### src/rtl/cache_linefill_pkg.sv
// Shared definitions for the cache line-fill engine: FSM encoding and line geometry.
package cache_linefill_pkg;

  typedef enum logic [1:0] {
    ST_IDLE  = 2'd0,
    ST_BURST = 2'd1,
    ST_WRITE = 2'd2,
    ST_DONE  = 2'd3
  } lf_state_t;

  localparam int WORDS_PER_LINE = 8;
  localparam int WORD_BITS      = 32;
  localparam int LINE_BITS      = WORDS_PER_LINE * WORD_BITS;
  localparam int WIDX_BITS      = 3;

endpackage

### src/rtl/cache_linefill_if.sv
// Burst read bus between the line-fill engine (master) and external memory (slave).
interface cache_linefill_if;
  logic        mem_req;
  logic [31:0] mem_addr;
  logic        mem_ack;
  logic [31:0] mem_data;
  logic        mem_err;

  modport master (output mem_req, mem_addr, input mem_ack, mem_data, mem_err);
  modport slave  (input mem_req, mem_addr, output mem_ack, mem_data, mem_err);
endinterface

### src/rtl/cache_linefill_buf.sv
// 8 x 32-bit line assembly buffer with indexed write and a flat line view.
module cache_linefill_buf
  import cache_linefill_pkg::*;
(
  input  logic                 nGCLK,
  input  logic                 nRESET,
  input  logic                 wr_en,
  input  logic [WIDX_BITS-1:0] wr_idx,
  input  logic [WORD_BITS-1:0] wr_data,
  output logic [LINE_BITS-1:0] line_flat
);

  logic [WORD_BITS-1:0] word_q [WORDS_PER_LINE];

  always_ff @(posedge nGCLK or negedge nRESET) begin
    if (!nRESET) begin
      for (int n = 0; n < WORDS_PER_LINE; n++) word_q[n] <= '0;
    end else if (wr_en) begin
      word_q[wr_idx] <= wr_data;
    end
  end

  for (genvar g = 0; g < WORDS_PER_LINE; g++) begin : g_flat
    assign line_flat[g*WORD_BITS +: WORD_BITS] = word_q[g];
  end

endmodule

### src/rtl/cache_linefill.sv
// Cache line-fill engine: wrapping critical-word-first burst, line assembly, single-cycle RAM write.
//   state | meaning
//   IDLE  | waiting for fill_req
//   BURST | requesting words s, s+1, ... (mod 8) until 8 acks or mem_err
//   WRITE | wr_ena pulse with the assembled line
//   DONE  | fill_done pulse, line already committed
module cache_linefill
  import cache_linefill_pkg::*;
#(
  parameter int NL  = 256,
  parameter int LSS = $clog2(NL)
) (
  input  logic                 nGCLK,
  input  logic                 nRESET,
  input  logic                 fill_req,
  input  logic [31:0]          fill_addr,
  output logic                 fill_busy,
  cache_linefill_if.master     mem,
  output logic                 crit_valid,
  output logic [WORD_BITS-1:0] crit_data,
  output logic [LSS-1:0]       write_sel,
  output logic [LINE_BITS-1:0] write_port,
  output logic                 wr_ena,
  output logic                 fill_done,
  output logic                 fill_err
);

  lf_state_t            state_q, state_d;
  logic [26:0]          base_q;
  logic [WIDX_BITS-1:0] idx_q;
  logic [WIDX_BITS-1:0] cnt_q;
  logic [LINE_BITS-1:0] buf_flat;
  logic                 beat_ok, beat_err, last_beat;
  logic                 unused_addr_lsb;

  assign unused_addr_lsb = ^fill_addr[1:0];

  // mem_err wins over a same-cycle ack, so errored data never reaches the buffer
  assign beat_err  = (state_q == ST_BURST) && mem.mem_err;
  assign beat_ok   = (state_q == ST_BURST) && mem.mem_ack && !mem.mem_err;
  assign last_beat = beat_ok && (cnt_q == 3'd7);

  cache_linefill_buf u_buf (
    .nGCLK     (nGCLK),
    .nRESET    (nRESET),
    .wr_en     (beat_ok),
    .wr_idx    (idx_q),
    .wr_data   (mem.mem_data),
    .line_flat (buf_flat)
  );

  always_comb begin
    state_d      = state_q;
    mem.mem_req  = 1'b0;
    mem.mem_addr = '0;
    wr_ena       = 1'b0;
    fill_done    = 1'b0;
    fill_busy    = (state_q != ST_IDLE);
    case (state_q)
      ST_IDLE:  if (fill_req) state_d = ST_BURST;
      ST_BURST: begin
        mem.mem_req  = 1'b1;
        mem.mem_addr = {base_q, idx_q, 2'b00};
        if (mem.mem_err)                         state_d = ST_IDLE;
        else if (mem.mem_ack && cnt_q == 3'd7)   state_d = ST_WRITE;
      end
      ST_WRITE: begin
        wr_ena  = 1'b1;
        state_d = ST_DONE;
      end
      ST_DONE: begin
        fill_done = 1'b1;
        state_d   = ST_IDLE;
      end
      default:  state_d = ST_IDLE;
    endcase
  end

  always_ff @(posedge nGCLK or negedge nRESET) begin
    if (!nRESET) begin
      state_q    <= ST_IDLE;
      base_q     <= '0;
      idx_q      <= '0;
      cnt_q      <= '0;
      crit_valid <= 1'b0;
      crit_data  <= '0;
      fill_err   <= 1'b0;
      write_sel  <= '0;
      write_port <= '0;
    end else begin
      state_q    <= state_d;
      crit_valid <= beat_ok && (cnt_q == 3'd0);
      fill_err   <= beat_err;
      if (state_q == ST_IDLE && fill_req) begin
        base_q <= fill_addr[31:5];
        idx_q  <= fill_addr[4:2];
        cnt_q  <= '0;
      end
      if (beat_ok) begin
        idx_q <= idx_q + 3'd1;
        cnt_q <= cnt_q + 3'd1;
      end
      if (beat_ok && cnt_q == 3'd0) crit_data <= mem.mem_data;
      // Output line is captured with the final beat merged in so it is whole in WRITE and holds afterwards
      if (last_beat) begin
        write_sel                              <= base_q[LSS-1:0];
        write_port                             <= buf_flat;
        write_port[{idx_q, 5'd0} +: WORD_BITS] <= mem.mem_data;
      end
    end
  end

endmodule
### src/flat_wrapper.sv
// flat-port wrapper written by rule: the top's interface ports become plain ports
module cache_linefill_flat import cache_linefill_pkg::*;
#(
  parameter int NL  = 256,
  parameter int LSS = $clog2(NL)
)
  (nGCLK, nRESET, fill_req, fill_addr, fill_busy, crit_valid, crit_data, write_sel, write_port, wr_ena, fill_done, fill_err, mem_mem_req, mem_mem_addr, mem_mem_ack, mem_mem_data, mem_mem_err);
  cache_linefill_if mem_i ();
  input  logic nGCLK;
  input  logic nRESET;
  input  logic fill_req;
  input  logic [31:0] fill_addr;
  output logic fill_busy;
  output logic crit_valid;
  output logic [WORD_BITS-1:0] crit_data;
  output logic [LSS-1:0] write_sel;
  output logic [LINE_BITS-1:0] write_port;
  output logic wr_ena;
  output logic fill_done;
  output logic fill_err;
  output wire logic [$bits(mem_i.mem_req)-1:0] mem_mem_req;
  output wire logic [$bits(mem_i.mem_addr)-1:0] mem_mem_addr;
  input wire logic [$bits(mem_i.mem_ack)-1:0] mem_mem_ack;
  input wire logic [$bits(mem_i.mem_data)-1:0] mem_mem_data;
  input wire logic [$bits(mem_i.mem_err)-1:0] mem_mem_err;
  assign mem_mem_req = mem_i.mem_req;
  assign mem_mem_addr = mem_i.mem_addr;
  assign mem_i.mem_ack = mem_mem_ack;
  assign mem_i.mem_data = mem_mem_data;
  assign mem_i.mem_err = mem_mem_err;
  cache_linefill #(.NL(NL), .LSS(LSS)) u_core (.nGCLK(nGCLK), .nRESET(nRESET), .fill_req(fill_req), .fill_addr(fill_addr), .fill_busy(fill_busy), .mem(mem_i), .crit_valid(crit_valid), .crit_data(crit_data), .write_sel(write_sel), .write_port(write_port), .wr_ena(wr_ena), .fill_done(fill_done), .fill_err(fill_err));
endmodule
### config.mk
export PLATFORM = sky130hd
export DESIGN_NAME = cache_linefill_flat
export DESIGN_NICKNAME = d
export VERILOG_FILES = /design/src/rtl/cache_linefill_pkg.sv /design/src/rtl/cache_linefill_if.sv /design/src/rtl/cache_linefill_buf.sv /design/src/rtl/cache_linefill.sv /design/src/flat_wrapper.sv
export SDC_FILE = /design/constraint.sdc
export NUM_CORES = 1
export LEC_CHECK = 0
export ABC_CLOCK_PERIOD_IN_PS = 3790
export CAP_MARGIN = 5
export CORE_AREA = 5 5 225 227
export CTS_CLUSTER_SIZE = 14
export DETAILED_ROUTE_END_ITERATION = 6
export DIE_AREA = 0 0 230 232
export GPL_ROUTABILITY_DRIVEN = 1
export PLACE_DENSITY = 0.82
export SYNTH_ARGS = -nofsm -noshare
export SYNTH_HDL_FRONTEND = slang
export SYNTH_SLANG_ARGS = --single-unit
export TNS_END_PERCENT = 5
### constraint.sdc
create_clock -name nGCLK -period 3.79 [get_ports nGCLK]
set_clock_uncertainty 0.15 [all_clocks]
set_input_delay 0.5685 -clock nGCLK [delete_from_list [all_inputs] [get_ports nGCLK]]
set_output_delay 0.5685 -clock nGCLK [all_outputs]
set_load 0.01 [all_outputs]
== Yosys cells after proc, flatten, opt, wreduce, memory -nomap -nowiden ==
Cells that the tools add are included.

* Bits of input ports: 69
* Output and inout bits: 334
* Word-level logic and storage cells: 61
* Flip-flop bits (word level): 589

* Eq/ne operators: 6
* Muxes and demuxes: 16
* Shift-type cells: 2
* Bitwise logic cells: 1
* Magnitude comparators: 2
* Reductions and logical operators: 14
* $add $sub $neg: 3

{| class="wikitable"
|+ Operators with widths
! operator !! count
|-
| $bwmux W256 || 2
|-
| $shift A32 B10 Y256 const A || 1
|-
| $shiftx A32 B10 Y256 || 1
|-
| $demux W32 S3 || 1
|-
| $mux W32 || 2
|-
| $mux W3 || 4
|-
| $neg A8 Y10 || 1
|-
| $logic_and A1 B1 Y1 || 8
|-
| $pmux W2 S4 || 1
|-
| $add A3 B1 Y3 const B || 2
|-
| $mux W2 || 3
|-
| $eq A2 B2 Y1 const B || 2
|-
| $ge A4 B4 Y1 const B || 1
|-
| $lt A4 B1 Y1 const B || 1
|-
| $not A3 Y4 || 1
|-
| $reduce_bool A2 Y1 || 2
|-
| $eq A3 B3 Y1 const B || 1
|-
| $logic_not A3 Y1 || 1
|-
| $mux W1 || 3
|-
| $ne A3 B3 Y1 const B || 1
|-
| $eq A2 B1 Y1 const B || 1
|-
| $logic_not A2 Y1 || 1
|-
| $ne A2 B2 Y1 const B || 1
|-
| $reduce_and A2 Y1 || 1
|-
| $logic_not A1 Y1 || 1
|}

== Logic depth before layout (Yosys ltp) ==
Gate-level depths: netlist of run 1.

* Depth in word-level cells: 6
* Mapped depth: 10
* Mapped depth without buffers: 6

== Cells and area by module ==
Synthesis of run 1 repeated with hierarchy kept, for this count alone.

* Cell total of the unflattened synthesis: 2106
* Area, all modules: 26020.0 µm²

{| class="wikitable"
|+ Modules (own cells, without submodules)
! module !! sequential area each (µm²) !! area each (µm²) !! cells an instance !! times used
|-
| cache_linefill || 8333.0 || 16414.5 || 1555 || 1
|-
| cache_linefill_buf || 6406.1 || 9605.5 || 551 || 1
|}

== Worst setup path after synthesis of run 1 ==
Ideal clock, no wire load.

* Path type: register -> register
* From: register u_core.idx_q[0]
* To: register u_core.write_port[24]
* Slack: 1.164 ns
* Period minus slack after synthesis: 2.626 ns
* Cell stages (with the launch flop): 11
* Path buffers: 4
* Data arrival time: 2.394 ns
* Data required time: 3.558 ns
* Setup time: 0.082 ns
* Cell sequence: dfrtp_1 buf_4 inv_2 ha_1 ha_1 buf_6 or4b_4 buf_6 buf_6 or3_1 a31oi_1

* Word-level cells in the longest chain between the ends: 3
* Elaborated cells on any way between the ends: 4
* Those cells by class: add/sub (1); shift (2); mux (1)

{| class="wikitable"
|+ RTL lines
! what !! RTL line !! source
|-
| start, declared || cache_linefill.sv:30 || <nowiki>logic [WIDX_BITS-1:0] idx_q;</nowiki>
|-
| start signal, assigned || cache_linefill.sv:96 || <nowiki>idx_q <= fill_addr[4:2];</nowiki>
|-
| start signal, assigned || cache_linefill.sv:100 || <nowiki>idx_q <= idx_q + 3'd1;</nowiki>
|-
| $neg A8 Y10 (*) || cache_linefill.sv:108 || <nowiki>write_port[{idx_q, 5'd0} +: WORD_BITS] <= mem.mem_data;</nowiki>
|-
| $shiftx A32 B10 Y256 / $shift A32 B10 Y256 (equally long branches) || cache_linefill.sv:108 ||
|-
| $bwmux W256 (*) || cache_linefill.sv:108 ||
|-
| end signal, assigned || cache_linefill.sv:107 || <nowiki>write_port <= buf_flat;</nowiki>
|-
| end signal, assigned by index || cache_linefill.sv:108 ||
|-
| end, declared || cache_linefill.sv:22 || <nowiki>output logic [LINE_BITS-1:0] write_port,</nowiki>
|}

Mark *: on every way between the ends. The rest lies on a longest branch, timed or not.
A chain may end at the register's enable or synchronous reset.

== Worst setup path in the final report of run 1 ==
* From: register u_core.state_q[0]
* To: output port mem_mem_addr[15]

* Word-level cells in the longest chain between the ends: 2

{| class="wikitable"
|+ RTL lines
! what !! RTL line !! source
|-
| start, declared || cache_linefill.sv:28 || <nowiki>lf_state_t state_q, state_d;</nowiki>
|-
| start signal, assigned || cache_linefill.sv:91 || <nowiki>state_q <= state_d;</nowiki>
|-
| $eq A2 B1 Y1 || cache_linefill.sv:59 || <nowiki>case (state_q)</nowiki>
|-
| $mux W32 || cache_linefill.sv:59 ||
|-
| end, declared || flat_wrapper.sv:22 || <nowiki>output wire logic [$bits(mem_i.mem_addr)-1:0] mem_mem_addr;</nowiki>
|}

Every way passes these cells.

==> key figures, run 1 <==
STA
  – Fmax: 280 MHz
  – Hold slack final: 0.316 ns
  – Fin Setup TNS: 0 ns
  – Minimum clock period: between 3 and 4 ns
  – RSZ-0062 raised after global routing: no
  – Worst Setup Slack, final: roughly 0.22 ns
  – Max_slew headroom: about 15%
  – Actual slew at the worst max-slew pin: approximately 1.3 ns
  – Max Transition Viols Final: 0
  – Hold Vio Cnt, Final: 0
  – Fin crit share: 94.1%
  – # setup viols final: 0

Global route
  – GRT Total Usage: roughly 28%
  – Vias in the first global route: approximately 20000
  – GR met3 Demand/Resource: around 8.1%
  – Total congestion overflow: 0
  – Initial antenna violation count: 3
  – Pin count of the biggest net entering global routing: about 130
  – Global-route wire length before repair: 118000 um
  – Most used routing layer: met2
  – M2 GR Usage: roughly 43%
  – Met1 usage: approximately two fifths

Yosys
  – Post-synth top flop: dfrtp_1
  – Top cells by area, synth: dfrtp_1 (57%), mux2_2 (11%), o21ai_0 (7.4%)
  – Synth unique cells: 46
  – Synth area leader: dfrtp_1
  – Synthesized area: between 0.02 and 0.03 mm^2
  – Synth Instances: 2234
  – Mapped Avg Cell Area: around 12 um^2
  – Yosys warns: 0
  – Ys async rst share: between 90% and 100%
  – EDFF count, synth: 0
  – Seq/Total Area, Yosys: 57.3%
  – Post-synth top area share: between 50% and 60%
  – #FFs+latches synth: approximately 590

Setup path
  – Worst R2R Setup Slack: roughly 0.62 ns
  – Crit path required time: slightly above 3 ns
  – Cell Chain, Critical Path: nor2b_2, and2_1, clkdlybuf4s50_1
  – Slowest cell on crit path: nor2b_2
  – CP Data Arrival Time: approximately 2.9 ns
  – Largest stage delay, worst path: slightly below 0.9 ns
  – Worst Path Max Fanout: 32
  – RR Startpoint: u_core.idx_q[0]
  – Worst path bufs/invs: 1
  – Setup CP Type: reg -> out
  – Crit end category: output port
  – Worst R2R End: u_core.write_port[142]
  – Element type at the critical path start: register
  – Critical path's top delay family: simple AND/OR/NAND/NOR gates
  – R2R depth: 6

Die
  – Die area: 0.0534 mm^2
  – Row count: slightly above 80
  – Die Height: 232 um
  – Die W: about 230 um
  – Initial core utilization: between 50% and 60%
  – IO Count: around 400
  – Core area: around 0.048 mm^2

Outcome
  – Outcome: finished clean

Route
  – DR vias/cell: between 6 and 7
  – Routed via count: about 20000
  – DRC violation count after routing: 0
  – Routed wire length: 75600 um
  – Pre-antenna DRT Iters: 7
  – Detail Route Antenna Nets: 0
  – WL per Instance: between 20 and 25 um
  – Drt first-iter violations: 1683

Worst hold path
  – Worst Hold Depth: 2
  – Worst Hold Launch: u_core.base_q[14]
  – Hold EP: u_core.base_q[14]
  – Hold Crit Class: reg -> reg

Placement
  – # port buffers: approximately 400
  – DPL Wire Length: roughly 48000 um
  – Placed Area: roughly 0.030 mm^2
  – Gpl congestion: around 0.8
  – Place WS: ~0.42 ns
  – Dpl cells: slightly above 3000

Clock network
  – Clock-pin slew on the worst setup and hold paths: 0.06 ns
  – H-tree Lvls: 2
  – # resized after CTS: 0
  – CTS root buffer: clkbuf_16
  – Skew-Pair Late Insertion Delay: between 0.6 and 0.7 ns
  – Clock Sink Count: between 500 and 600
  – CTS tree: yes
  – Bufs on Longest Clock Path: 3
  – CTS buffer count: 58

Pwr
  – Peak VDD IR: slightly below 0.4 mV
  – Overall Power: 19.2 mW
  – Lkg Pwr: 14.2 nW
  – PwrDens: between 500 and 600 mW/mm^2

Finish
  – Util after Layout: 66.7%
  – Layout Cells excl Fill: 3200
  – Layout Nets: roughly 2600
  – Post-route cell area: roughly 0.032 mm^2
  – Area Growth Syn to Fin: 25.7%
  – Proportion of layout cells with a drive suffix above 1: roughly 17%

Run
  – MaxCap Viol Count: 0
[cell families after synthesis]
group                      Yosys count  share of synthesized area (%)
buffers and inverters              273                           4.53
muxes                              424                           17.9
DFF                                589                           57.3
AOI/OAI and AO/OA                  651                           13.4
and+or+nand+nor                    289                           6.44
adders and majority gates            7                          0.341
other                                1                         0.0146
[routing by layer]
layer | up-vias | share of wire (%)
met5 | - | 0.026
met4 | 2 | 2.8
met3 | 138 | 8.8
met2 | 828 | 47
met1 | 10100 | 42
li1 | 8554 | -
[flip-flops by register name, indices dropped and copies added, names as in the netlist, named ones only]
register                count
u_core.state_q              1
u_core.crit_valid           1
u_core.idx_q                3
u_core.cnt_q                3
u_core.fill_err             1
u_core.u_buf.line_flat    256
u_core.write_port         256
u_core.base_q              27
u_core.write_sel            8
u_core.crit_data           32
[repair_timing]
item / 4_1_cts / 5_1_grt
setup buffers: 0 / 0
endpoints found under the hold margin: 55 / 0
hold buffers: 1 / 0
setup endpoints to repair: 0 / 0
[worst max-delay path by stage]
stage                                 start                           to  slack [ns]  cells past startpoint
final                     u_core.state_q[0]             mem_mem_addr[15]        0.22                      3
after global routing      u_core.state_q[0]              mem_mem_addr[4]       0.006                      3
after CTS                 u_core.state_q[0]              mem_mem_addr[8]        0.17                      3
after detailed placement        mem_mem_err  u_core.u_buf.line_flat[250]        0.42                      4
after global placement          mem_mem_err  u_core.u_buf.line_flat[233]        0.48                      4
after floorplan             u_core.idx_q[0]        u_core.write_port[24]        1.16                     10
[worst min-delay path: cells and delay by family (launching register included)]
kind,cells,cell delay (ns)
DFF,1,0.34
and+or+nand+nor,2,0.10
[power by group]
group / switching (mW) / internal [mW] / leakage [nW]
Combinational: 2.45 / 2.29 / 5.35
Sequential: 0.765 / 7.77 / 7.84
Clock: 2.50 / 3.46 / 0.963
[synthesized netlist by cell type, types with 3 or more instances]
master	count
or3_1	129
mux2_2	244
and2_1	40
a31oi_1	128
mux2_1	52
nor2b_1	3
mux2i_1	128
o31ai_1	3
clkbuf_1	166
o21ai_1	5
a21oi_1	128
buf_2	55
nand2_1	88
or3b_1	3
o21ai_0	380
ha_1	7
nand4_1	3
buf_4	9
inv_1	37
buf_6	5
dfrtp_1	589
[area by class of cell]
| cell class | count | area (um^2) |
|---|---|---|
| multi-input combinational | 1373 | 9940 |
| inverter | 38 | 143 |
| clock inverter | 22 | 315 |
| tap | 622 | 778 |
| fill | 3543 | 16100 |
| sequential | 589 | 14700 |
| clock buffer | 85 | 1660 |
| timing repair buffer | 469 | 4740 |
| antenna | 2 | 5.00 |
[cells in the final DEF, fill, tap and decap left out, types with 7 or more instances in the layout]
master	count
a31oi_1	128
inv_1	37
o21ai_0	380
mux2i_1	128
clkbuf_16	58
dfrtp_1	589
ha_1	7
a21oi_1	128
mux2_2	244
nand2_1	86
buf_4	53
or3_1	127
and2_1	39
clkbuf_8	11
clkbuf_1	16
buf_12	17
mux2_1	52
clkinv_2	9
clkdlybuf4s50_1	397
Note: power is estimated with default switching activity, not from simulation.
==> run 2, diff against run 1 <==
--- a/config.mk
+++ b/config.mk
@@ -8,7 +8,7 @@
 export ABC_CLOCK_PERIOD_IN_PS = 3790
 export CAP_MARGIN = 5
 export CORE_AREA = 5 5 225 227
-export CTS_CLUSTER_SIZE = 14
+export CTS_CLUSTER_SIZE = 28
 export DETAILED_ROUTE_END_ITERATION = 6
 export DIE_AREA = 0 0 230 232
 export GPL_ROUTABILITY_DRIVEN = 1
==> results of run 2 <==
No change in the layout: final DEF, timing and power equal those of run 1.
==> run 3, diff against run 2 <==
--- a/config.mk
+++ b/config.mk
@@ -7,10 +7,10 @@
 export LEC_CHECK = 0
 export ABC_CLOCK_PERIOD_IN_PS = 3790
 export CAP_MARGIN = 5
-export CORE_AREA = 5 5 225 227
+export CORE_AREA = 2 2 222 224
 export CTS_CLUSTER_SIZE = 28
 export DETAILED_ROUTE_END_ITERATION = 6
-export DIE_AREA = 0 0 230 232
+export DIE_AREA = 0 0 224 226
 export GPL_ROUTABILITY_DRIVEN = 1
 export PLACE_DENSITY = 0.82
 export SYNTH_ARGS = -nofsm -noshare
==> run 3 against run 2 <==
Sequential power about the same. Via count grew 0.87%. Non-clock buffer count grew 3. Power increased by 0.17%. First-iteration DRC count rose by 5.2%. Highest routed layer unchanged.
==> key figures, run 3 (same netlist as run 1, synthesis figures left out) <==
Setup path
  – Largest stage delay, worst path: 0.64 ns (was 0.89 ns)
  – Worst Path Max Fanout: 64 (was 32)
  – R2R depth: 6 (unchanged)
  – Worst R2R Setup Slack: 0.56 ns (was 0.62 ns)
  – Cell Chain, Critical Path: inv_1, ha_1, or3b_2, buf_4, or3_1, a31oi_1 (was nor2b_2, and2_1, clkdlybuf4s50_1)
  – Setup CP Type: reg -> reg (was reg -> out)
  – Crit path required time: 4.16 ns (was 3.07 ns)
  – CP Data Arrival Time: 3.60 ns (was 2.85 ns)
  – Crit end category: register (was output port)
  – Slowest cell on crit path: dfrtp_1 (was nor2b_2)
  – Element type at the critical path start: register (unchanged)

Worst hold path
  – Hold Crit Class: reg -> reg (unchanged)
  – Worst Hold Depth: 2 (unchanged)

Placement
  – Dpl cells: 3093 (was 3090)
  – DPL Wire Length: 47300 um (was 47600 um)
  – # port buffers: 398 (unchanged)
  – Gpl congestion: 0.840 (was 0.819)

Route
  – Drt first-iter violations: 1771 (was 1683)
  – Routed wire length: 75400 um (was 75600 um)
  – WL per Instance: 23.5 um (was 23.6 um)
  – DR vias/cell: 6.17 (was 6.12)
  – Routed via count: 19800 (was 19600)
  – Detail Route Antenna Nets: 0 (unchanged)
  – DRC violation count after routing: 0 (unchanged)
  – Pre-antenna DRT Iters: 5 (was 7)

STA
  – Fin Setup TNS: 0 ns (unchanged)
  – Max Transition Viols Final: 0 (unchanged)
  – # setup viols final: 0 (unchanged)
  – Actual slew at the worst max-slew pin: 0.962 ns (was 1.28 ns)
  – Fin crit share: 85.1% (was 94.1%)
  – Max_slew headroom: 35.9% (was 14.8%)
  – Minimum clock period: 3.23 ns (was 3.57 ns)
  – RSZ-0062 raised after global routing: no (unchanged)
  – Hold Vio Cnt, Final: 0 (unchanged)
  – Fmax: 310 MHz (was 280 MHz)

Pwr
  – Lkg Pwr: 14.2 nW (about the same)
  – Peak VDD IR: 0.446 mV (was 0.394 mV)
  – PwrDens: 596 mW/mm^2 (was 595 mW/mm^2)

Die
  – Row count: 81 (unchanged)
  – Core area: 0.0483 mm^2 (was 0.0484 mm^2)
  – Die area: 0.0506 mm^2 (was 0.0534 mm^2)
  – Die W: 224 um (was 230 um)
  – Die Height: 226 um (was 232 um)
  – IO Count: 403 (unchanged)
  – Initial core utilization: 53.2% (was 53.1%)

Global route
  – Initial antenna violation count: 2 (was 3)
  – GRT Total Usage: 29.5% (was 27.8%)
  – Total congestion overflow: 0 (unchanged)
  – Pin count of the biggest net entering global routing: 145 (was 131)
  – Vias in the first global route: 19900 (was 20000)
  – Global-route wire length before repair: 116000 um (was 118000 um)

Clock network
  – CTS root buffer: clkbuf_16 (unchanged)
  – Skew-Pair Late Insertion Delay: 0.63 ns (was 0.64 ns)
  – Clock-pin slew on the worst setup and hold paths: 0.06 ns (about the same)
  – Clock Sink Count: 589 (unchanged)
  – CTS tree: yes (unchanged)
  – H-tree Lvls: 2 (unchanged)
  – Bufs on Longest Clock Path: 3 (unchanged)
  – CTS buffer count: 59 (was 58)

Run
  – MaxCap Viol Count: 0 (unchanged)

Finish
  – Layout Cells excl Fill: 3204 (was 3200)
  – Commonest non-fill, non-tap cells in the layout: dfrtp_1 (589), clkdlybuf4s50_1 (397), o21ai_0 (380), mux2_2 (244) (unchanged)
  – Most common cell after layout, fill and taps aside: dfrtp_1 (unchanged)
  – Proportion of layout cells with a drive suffix above 1: 17.0% (was 16.8%)
  – Area Growth Syn to Fin: 25.7% (about the same)
  – Layout Nets: 2609 (was 2605)

Outcome
  – Outcome: finished clean (unchanged)
-- run 3: cell types whose count changed in the layout (fill, tap and decap cells not counted), moves of 2 or more --
cell and delta:
clkbuf_1 -2, buf_4 +4, clkinvlp_4 -2, bufinv_16 -2, clkbuf_8 +6
-- run 3: layout make-up --
| type | instances | area, um^2 |
|---|---|---|
| Fill cell | 3484 | 16000 |
| Sequential cell | 589 | 14700 |
| Multi-Input combinational cell | 1373 | 9930 |
| Timing Repair Buffer | 472 | 4750 |
| Clock buffer | 90 | 1760 |
| Tap cell | 622 | 778 |
| Clock inverter | 17 | 210 |
| Inverter | 38 | 143 |
| Antenna cell | 3 | 7.51 |
-- run 3: metrics by stage --
| step | util (%) | setup slack [ns] | area (um^2) | hold WS (ns) | total power [mW] |
|---|---|---|---|---|---|
| floorplan | - | 1.16 | 25700 | 0.123 | 11.5 |
| global placement | 62.7 | 0.498 | 30300 | 0.303 | 13.0 |
| detailed placement | 62.7 | 0.436 | 30300 | 0.310 | 13.3 |
| CTS | 66.8 | 0.626 | 32300 | 0.300 | 19.3 |
| global route | 66.8 | 0.450 | 32300 | 0.329 | 20.1 |
| finish | 66.9 | 0.564 | 32300 | 0.323 | 19.3 |
-- run 3: timing repair --
action | 4_1_cts | 5_1_grt
hold buffers | 1 | 0
setup endpoints to repair | 0 | 0
gates resized for setup | 0 | 0
setup buffers | 0 | 0
endpoints found under the hold margin | 74 | 0
-- run 3: worst max-delay path, delay by kind of cell, from the launching register on --
kind | cells | cell delay, ns
simple gates | 2 | 0.89
compound gates | 1 | 0.21
flops | 1 | 0.64
fa+ha+maj | 1 | 0.59
buf+inv | 2 | 0.59
-- run 3: worst paths after layout --
check | to | start
setup / recovery | u_core.write_port[153] | u_core.idx_q[2]
hold / removal | u_core.base_q[11] | u_core.base_q[11]
setup reg to reg | u_core.write_port[153] | u_core.idx_q[2]
hold reg to reg | u_core.base_q[11] | u_core.base_q[11]
max in group asynchronous | u_core.write_port[128] | nRESET
min in group asynchronous | u_core.write_port[27] | nRESET
-- run 3: routing by layer --
layer	vias up	global-route usage (%)	routed length [um]
li1	8589	-	-
met1	10200	39.8	31200
met2	827	47.0	35700
met3	140	6.88	6300
met4	2	10.5	2200
met5	-	0	13
-- run 3: where the power goes --
part	switching (mW)	internal (mW)	total (mW)
Sequential	0.796	7.77	8.57
Combinational	2.47	2.29	4.75
Clock	2.48	3.47	5.95
Total	5.74	13.5	19.3
